### config.mk
export PLATFORM = sky130hd
export DESIGN_NAME = id_ex_operand_stage
export DESIGN_NICKNAME = d
export VERILOG_FILES = /design/src/rtl/id_ex_operand_stage.sv
export SDC_FILE = /design/constraint.sdc
export NUM_CORES = 1
export LEC_CHECK = 0
export BUFFER_PORTS_ARGS = -buffer_cell sky130_fd_sc_hd__clkbuf_2
export CAP_MARGIN = 40
export CORE_UTILIZATION = 37
export CTS_CLUSTER_DIAMETER = 30
export DETAILED_ROUTE_END_ITERATION = 8
export GPL_TIMING_DRIVEN = 0
export PLACE_DENSITY = 0.67
export SKIP_CTS_REPAIR_TIMING = 1
export SLEW_MARGIN = 15
export SYNTH_ARGS = -nofsm -noshare
export SYNTH_HDL_FRONTEND = slang
export SYNTH_SLANG_ARGS = --single-unit
### constraint.sdc
create_clock -name clk -period 4.8 [get_ports clk]
set_clock_uncertainty 0.15 [all_clocks]
set_input_delay 0.48 -clock clk [delete_from_list [all_inputs] [get_ports clk]]
set_output_delay 0.48 -clock clk [all_outputs]
set_load 0.03 [all_outputs]
### src/rtl/id_ex_operand_stage.sv
`default_nettype none
// ============================================================================
// Module   : id_ex_operand_stage
// Purpose  : ID/EX pipeline register feeding the ALU. Resolves both source
//            operands (x0 forcing, EX/MEM forward, MEM/WB forward, register
//            file), applies the PC/immediate operand-select muxes, detects
//            load-use hazards, honours branch flush and counts stall cycles.
// Ports    : clk, rst_n            - clock, synchronous active-low reset
//            in_*                  - decoded instruction and handshake from ID
//            exm_*, wb_*           - forwarding sources from EX/MEM and MEM/WB
//            flush                 - kill held and incoming instruction
//            out_*                 - registered instruction and handshake to EX
//            stall_count           - saturating load-use stall cycle count
// Revision : 1.0 - initial release
// ============================================================================
module id_ex_operand_stage #(
    parameter int XLEN        = 32,
    parameter int STALL_CNT_W = 32
) (
    input  logic                   clk,
    input  logic                   rst_n,
    input  logic                   in_valid,
    output logic                   in_ready,
    input  logic [XLEN-1:0]        in_pc,
    input  logic [4:0]             in_rs1_addr,
    input  logic [4:0]             in_rs2_addr,
    input  logic [XLEN-1:0]        in_rs1_data,
    input  logic [XLEN-1:0]        in_rs2_data,
    input  logic                   in_uses_rs1,
    input  logic                   in_uses_rs2,
    input  logic [XLEN-1:0]        in_imm,
    input  logic                   in_alu_src_a,
    input  logic                   in_alu_src_b,
    input  logic [3:0]             in_alu_ctrl,
    input  logic [4:0]             in_rd_addr,
    input  logic                   in_reg_write,
    input  logic                   in_mem_read,
    input  logic                   in_mem_write,
    input  logic [4:0]             exm_rd,
    input  logic                   exm_reg_write,
    input  logic                   exm_mem_read,
    input  logic [XLEN-1:0]        exm_result,
    input  logic [4:0]             wb_rd,
    input  logic                   wb_reg_write,
    input  logic [XLEN-1:0]        wb_data,
    input  logic                   flush,
    output logic                   out_valid,
    input  logic                   out_ready,
    output logic [XLEN-1:0]        out_a,
    output logic [XLEN-1:0]        out_b,
    output logic [3:0]             out_alu_ctrl,
    output logic [XLEN-1:0]        out_store_data,
    output logic [4:0]             out_rd_addr,
    output logic                   out_reg_write,
    output logic                   out_mem_read,
    output logic                   out_mem_write,
    output logic [STALL_CNT_W-1:0] stall_count
);

    localparam logic [STALL_CNT_W-1:0] c_stall_max = {STALL_CNT_W{1'b1}};

    logic                   r_valid;
    logic [XLEN-1:0]        r_a;
    logic [XLEN-1:0]        r_b;
    logic [3:0]             r_alu_ctrl;
    logic [XLEN-1:0]        r_store_data;
    logic [4:0]             r_rd_addr;
    logic                   r_reg_write;
    logic                   r_mem_read;
    logic                   r_mem_write;
    logic [STALL_CNT_W-1:0] r_stall_cnt;

    logic [XLEN-1:0]        w_rs1_res;
    logic [XLEN-1:0]        w_rs2_res;
    logic                   w_hz;
    logic                   w_accept;

    // Operand resolution. A load sitting in EX/MEM has no result yet, so it
    // is skipped as a forwarding source; the hazard logic stalls instead.
    always_comb begin
        w_rs1_res = in_rs1_data;
        if (in_rs1_addr == 5'd0) begin
            w_rs1_res = '0;
        end else if (exm_reg_write && (exm_rd == in_rs1_addr) && !exm_mem_read) begin
            w_rs1_res = exm_result;
        end else if (wb_reg_write && (wb_rd == in_rs1_addr)) begin
            w_rs1_res = wb_data;
        end
    end

    always_comb begin
        w_rs2_res = in_rs2_data;
        if (in_rs2_addr == 5'd0) begin
            w_rs2_res = '0;
        end else if (exm_reg_write && (exm_rd == in_rs2_addr) && !exm_mem_read) begin
            w_rs2_res = exm_result;
        end else if (wb_reg_write && (wb_rd == in_rs2_addr)) begin
            w_rs2_res = wb_data;
        end
    end

    // Load-use: the consumer needs a value the load in EX/MEM has not produced.
    assign w_hz = in_valid && exm_reg_write && exm_mem_read && (exm_rd != 5'd0) &&
                  ((in_uses_rs1 && (exm_rd == in_rs1_addr)) ||
                   (in_uses_rs2 && (exm_rd == in_rs2_addr)));

    // Drain-and-accept in the same cycle is allowed for full throughput.
    assign in_ready = (!r_valid || out_ready) && !w_hz && !flush;
    assign w_accept = in_valid && in_ready;

    always_ff @(posedge clk) begin
        if (!rst_n) begin
            r_valid      <= 1'b0;
            r_a          <= '0;
            r_b          <= '0;
            r_alu_ctrl   <= '0;
            r_store_data <= '0;
            r_rd_addr    <= '0;
            r_reg_write  <= 1'b0;
            r_mem_read   <= 1'b0;
            r_mem_write  <= 1'b0;
        end else if (flush) begin
            r_valid <= 1'b0;
        end else if (w_accept) begin
            r_valid      <= 1'b1;
            r_a          <= in_alu_src_a ? in_pc  : w_rs1_res;
            r_b          <= in_alu_src_b ? in_imm : w_rs2_res;
            r_alu_ctrl   <= in_alu_ctrl;
            r_store_data <= w_rs2_res;
            r_rd_addr    <= in_rd_addr;
            r_reg_write  <= in_reg_write;
            r_mem_read   <= in_mem_read;
            r_mem_write  <= in_mem_write;
        end else if (r_valid && out_ready) begin
            r_valid <= 1'b0;
        end
    end

    // A flushed instruction never stalls, so its hazard cycle is not counted.
    always_ff @(posedge clk) begin
        if (!rst_n) begin
            r_stall_cnt <= '0;
        end else if (w_hz && !flush && (r_stall_cnt != c_stall_max)) begin
            r_stall_cnt <= r_stall_cnt + 1'b1;
        end
    end

    assign out_valid      = r_valid;
    assign out_a          = r_a;
    assign out_b          = r_b;
    assign out_alu_ctrl   = r_alu_ctrl;
    assign out_store_data = r_store_data;
    assign out_rd_addr    = r_rd_addr;
    assign out_reg_write  = r_reg_write;
    assign out_mem_read   = r_mem_read;
    assign out_mem_write  = r_mem_write;
    assign stall_count    = r_stall_cnt;

endmodule
`default_nettype wire

==> flow_metrics.py <==
metrics = {
    "logic_synthesis": {
        "syn_inst": 1018,
        "synth_seq_cells": 141,
        "syn_area_per_cell_um2": 7.56,
        "ys_dominant_reg_cell": "dfxtp_1",
        "ys_async_sr_fraction_pct": 0,
        "ys_warn_count": 0,
        "synth_nets": 1255,
        "synth.cell_area_um2": 7690,
        "synth_edf_count": 0,
        "ys_seq_area_share_pct": 36.7,
        "count_of_distinct_cell_types_in_the_synthesized_netlist": 43,
    },
    "timing": {
        "tightest_slew_ps": 815,
        "timing.setup.tns_ps": 0,
        "rsz0062_at_grt": "no",
        "final-max-slew-violation-count": 0,
        "setup-violations-final": 0,
        "max_freq_mhz": 333,
        "total_count_of_hold_check_failures_in_the_final_report": 0,
        "timing.final.crit_period_ps": 3000,
        "fin_crit_sh_pct": 62.6,
        "slew_headroom_pct": 45.4,
    },
    "power_and_ir_drop": {
        "p_int_uw": 2220,
        "total_switching_power_uw": 1050,
        "sequentialPowerShare_pct": 38.5,
        "switching_share_of_total_power_pct": 32.1,
        "p_leak_uw": 0.00443,
        "clock_power_share_pct": 42.0,
        "power_frac_comb_pct": 19.5,
        "totalPowerFinal_uw": 3260,
        "power-per-cell-area_nw_per_um2": 311,
        "vdd.ir_drop.worst_mv": 0.229,
    },
    "floorplan": {
        "total_die_area_um2": 21400,
        "dieHeight_um": 146,
        "coreArea_um2": 20300,
        "die_width_um": 146,
        "placement_rows": 52,
        "io-pin-count": 378,
        "initial_utilization_pct": 37.9,
    },
    "clock_network": {
        "cts_made_buffers": 17,
        "tritoncts": "built",
        "clock-root-buffer": "clkbuf_16",
        "clock_sinks": 141,
        "htree_num_levels": 4,
        "worst_setup_hold_path_clk_slew_ps": 60,
        "clk_path_buf_depth": 2,
        "clk_latency_ps": 440,
    },
    "drt": {
        "top_layer_used": "met4",
        "postRouteAntennaNets": 0,
        "drt_first_pass_iters": 5,
        "detail_route.drc_violations": 0,
        "met1_wirelength_um": 15800,
        "total_wirelength_um": 37700,
        "detailedRoute.firstIterationViolations": 818,
        "detailroute.via_count": 9999,
        "met3RoutedLength_um": 3620,
        "route.detailed.vias_per_inst": 5.90,
        "wirelength_per_cell_um": 22.3,
        "met2WireLength_um": 16800,
    },
    "setup_path": {
        "critical-path-max-stage-delay_ps": 470,
        "timing.reg2reg.setup_slack_ps": 1860,
        "cp_slowest_cell": "clkbuf_1",
        "cp.arrival_ps": 3210,
        "worstRegToRegCells": 8,
        "cp-start-kind": "input port",
        "worst_path_dominant_cell_family": "buffers and inverters",
        "critical_path_cell_count": 11,
        "timing.rr.end": "out_b[9]",
        "setup.worst_path.class": "input port to flip-flop",
        "crit_buf_inv": 5,
        "cells_along_the_critical_path": "clkbuf_2, nor3_1, a21oi_2, or4b_1, buf_2, and3_1, clkbuf_1, buf_2, clkbuf_1, o21ai_0, a31oi_1",
        "required_ps": 5000,
        "r2r_path_start": "out_valid",
        "timing.critical_path.fanout_max": 10,
        "worst_setup_path_end_kind": "flip-flop",
    },
    "global_routing": {
        "total_global_routing_overflow": 0,
        "number_of_antenna_violations_at_the_first_check_in_global_routing": 0,
        "largest_net_degree_at_the_start_of_global_routing": 17,
        "grt_pass1_wl_um": 55900,
        "number_of_global_route_vias_before_repair": 9361,
        "groute.usage.overall_pct": 34.6,
    },
    "worst_hold_path": {
        "launch_instance_of_the_worst_min_delay_path": "in_rd_addr[0]",
        "hold_path.class": "input port to flip-flop",
        "hold_end": "out_rd_addr[0]",
        "hold_depth": 3,
    },
    "place": {
        "dp_hpwl_um": 30100,
        "portBuffers": 375,
        "place.gp.congestion": 0.963,
    },
    "flow_run": {
        "maxCapViolations": 0,
    },
    "cells_and_area": {
        "ant_diodes": 0,
        "fin_util_pct": 51.7,
        "final_net_count": 1649,
        "syn2layout_area_growth_pct": 36.4,
        "drive_above_1_share_pct": 30.2,
    },
    "run_status": {
        "run_status": "finished, final reports clean",
    },
}
==> registers in the layout, summed over array words and instances, names as in the netlist <==
| signal | count |
|---|---|
| out_mem_read | 1 |
| out_b | 32 |
| out_rd_addr | 5 |
| out_alu_ctrl | 4 |
| out_store_data | 32 |
| out_reg_write | 1 |
| stall_count | 32 |
| out_a | 32 |
| out_mem_write | 1 |
| out_valid | 1 |
==> tightest hold or removal path: stages <==
cell and delay (ps):
clkbuf_2 80, nand2_1 40, a21oi_1 50
==> routing by layer <==
| layer | vias to the layer above | track usage, % |
|---|---|---|
| li1 | 4640 | - |
| met1 | 4670 | 45.1 |
| met2 | 582 | 53.6 |
| met3 | 107 | 9.09 |
| met4 | 0 | 14.8 |
| met5 | - | 0 |
==> cell type report <==
type	count	area, um^2
Buffer	103	407
Clock buffer	17	425
Clock inverter	14	160
Sequential cell	141	2820
Multi-Input combinational cell	772	4450
Tap cell	270	338
Inverter	2	7.51
Fill cell	2094	9810
Timing Repair Buffer	375	1880
==> metrics by stage <==
| step | worst slack [ps] | std cells | cell area (um^2) | hold WS (ps) |
|---|---|---|---|---|
| CTS | 1820 | 1694 | 10500 | 111 |
| global placement | 1380 | 1663 | 9910 | 293 |
| floorplan | 2370 | 1018 | 7690 | 409 |
| finish | 1800 | 1694 | 10500 | 119 |
| detailed placement | 1390 | 1663 | 9910 | 298 |
| global route | 1640 | 1694 | 10500 | 122 |
==> logic make-up (layout without fill, tap and decap cells) <==
group                    count (synthesis)  count (layout)  synth area share [%]
flip-flops                             141             141                  36.7
AO/OA/AOI/OAI                          393             393                  34.2
multiplexers                             6               6                 0.781
XOR/XNOR                                22              22                  2.51
AND/OR/NAND/NOR                        350             350                  20.2
adder cells (fa/ha/maj)                  1               1                 0.163
buffers and inverters                  105             511                  5.38
==> Yosys cell counts, types with 16 or more instances <==
cell | instances | share of area, %
nand2_1 | 206 | 10
dfxtp_1 | 141 | 37
o21ai_0 | 122 | 7.9
a31oi_1 | 96 | 7.8
clkbuf_1 | 89 | 4.3
nor2_1 | 44 | 2.1
a21oi_1 | 35 | 2.3
o211ai_1 | 33 | 3.2
a32o_1 | 32 | 4.2
o311ai_0 | 30 | 3.4
a311o_1 | 25 | 3.3
nand4_1 | 19 | 1.5
or3_1 | 17 | 1.4
nand3_1 | 16 | 1.0
==> power groups by stage <==
stage / Sequential (uW) / Clock [uW] / Combinational, uW
global placement: 1280 / 0 / 620
CTS: 1260 / 1370 / 625
finish: 1260 / 1370 / 637
floorplan: 1390 / 0 / 229
global route: 1260 / 1420 / 679
detailed placement: 1280 / 0 / 623
==> cells in the final DEF (no fill, tap or decap), drive strengths merged, types with 9 or more instances in the layout <==
cell / n
xnor2: 12
a21oi: 36
a31oi: 96
nand4: 19
clkbuf: 481
nor2: 44
xor2: 10
o21ai: 122
a31o: 9
o211ai: 33
nand2: 206
buf: 14
dfxtp: 141
a311o: 25
a32o: 32
nor3: 11
or3: 17
o311ai: 30
nand3: 16
==> worst max-delay path by stage <==
stage              start       end  slack, ps
5_1_grt        exm_rd[0]  out_b[9]       1640
2_1_floorplan  exm_rd[0]  in_ready       2370
3_5_place_dp   exm_rd[0]  out_b[9]       1390
6_report       exm_rd[0]  out_b[9]       1800
4_1_cts        exm_rd[0]  out_b[9]       1820
3_3_place_gp   exm_rd[0]  out_b[9]       1380
Note: power is estimated with default switching activity, not from simulation.
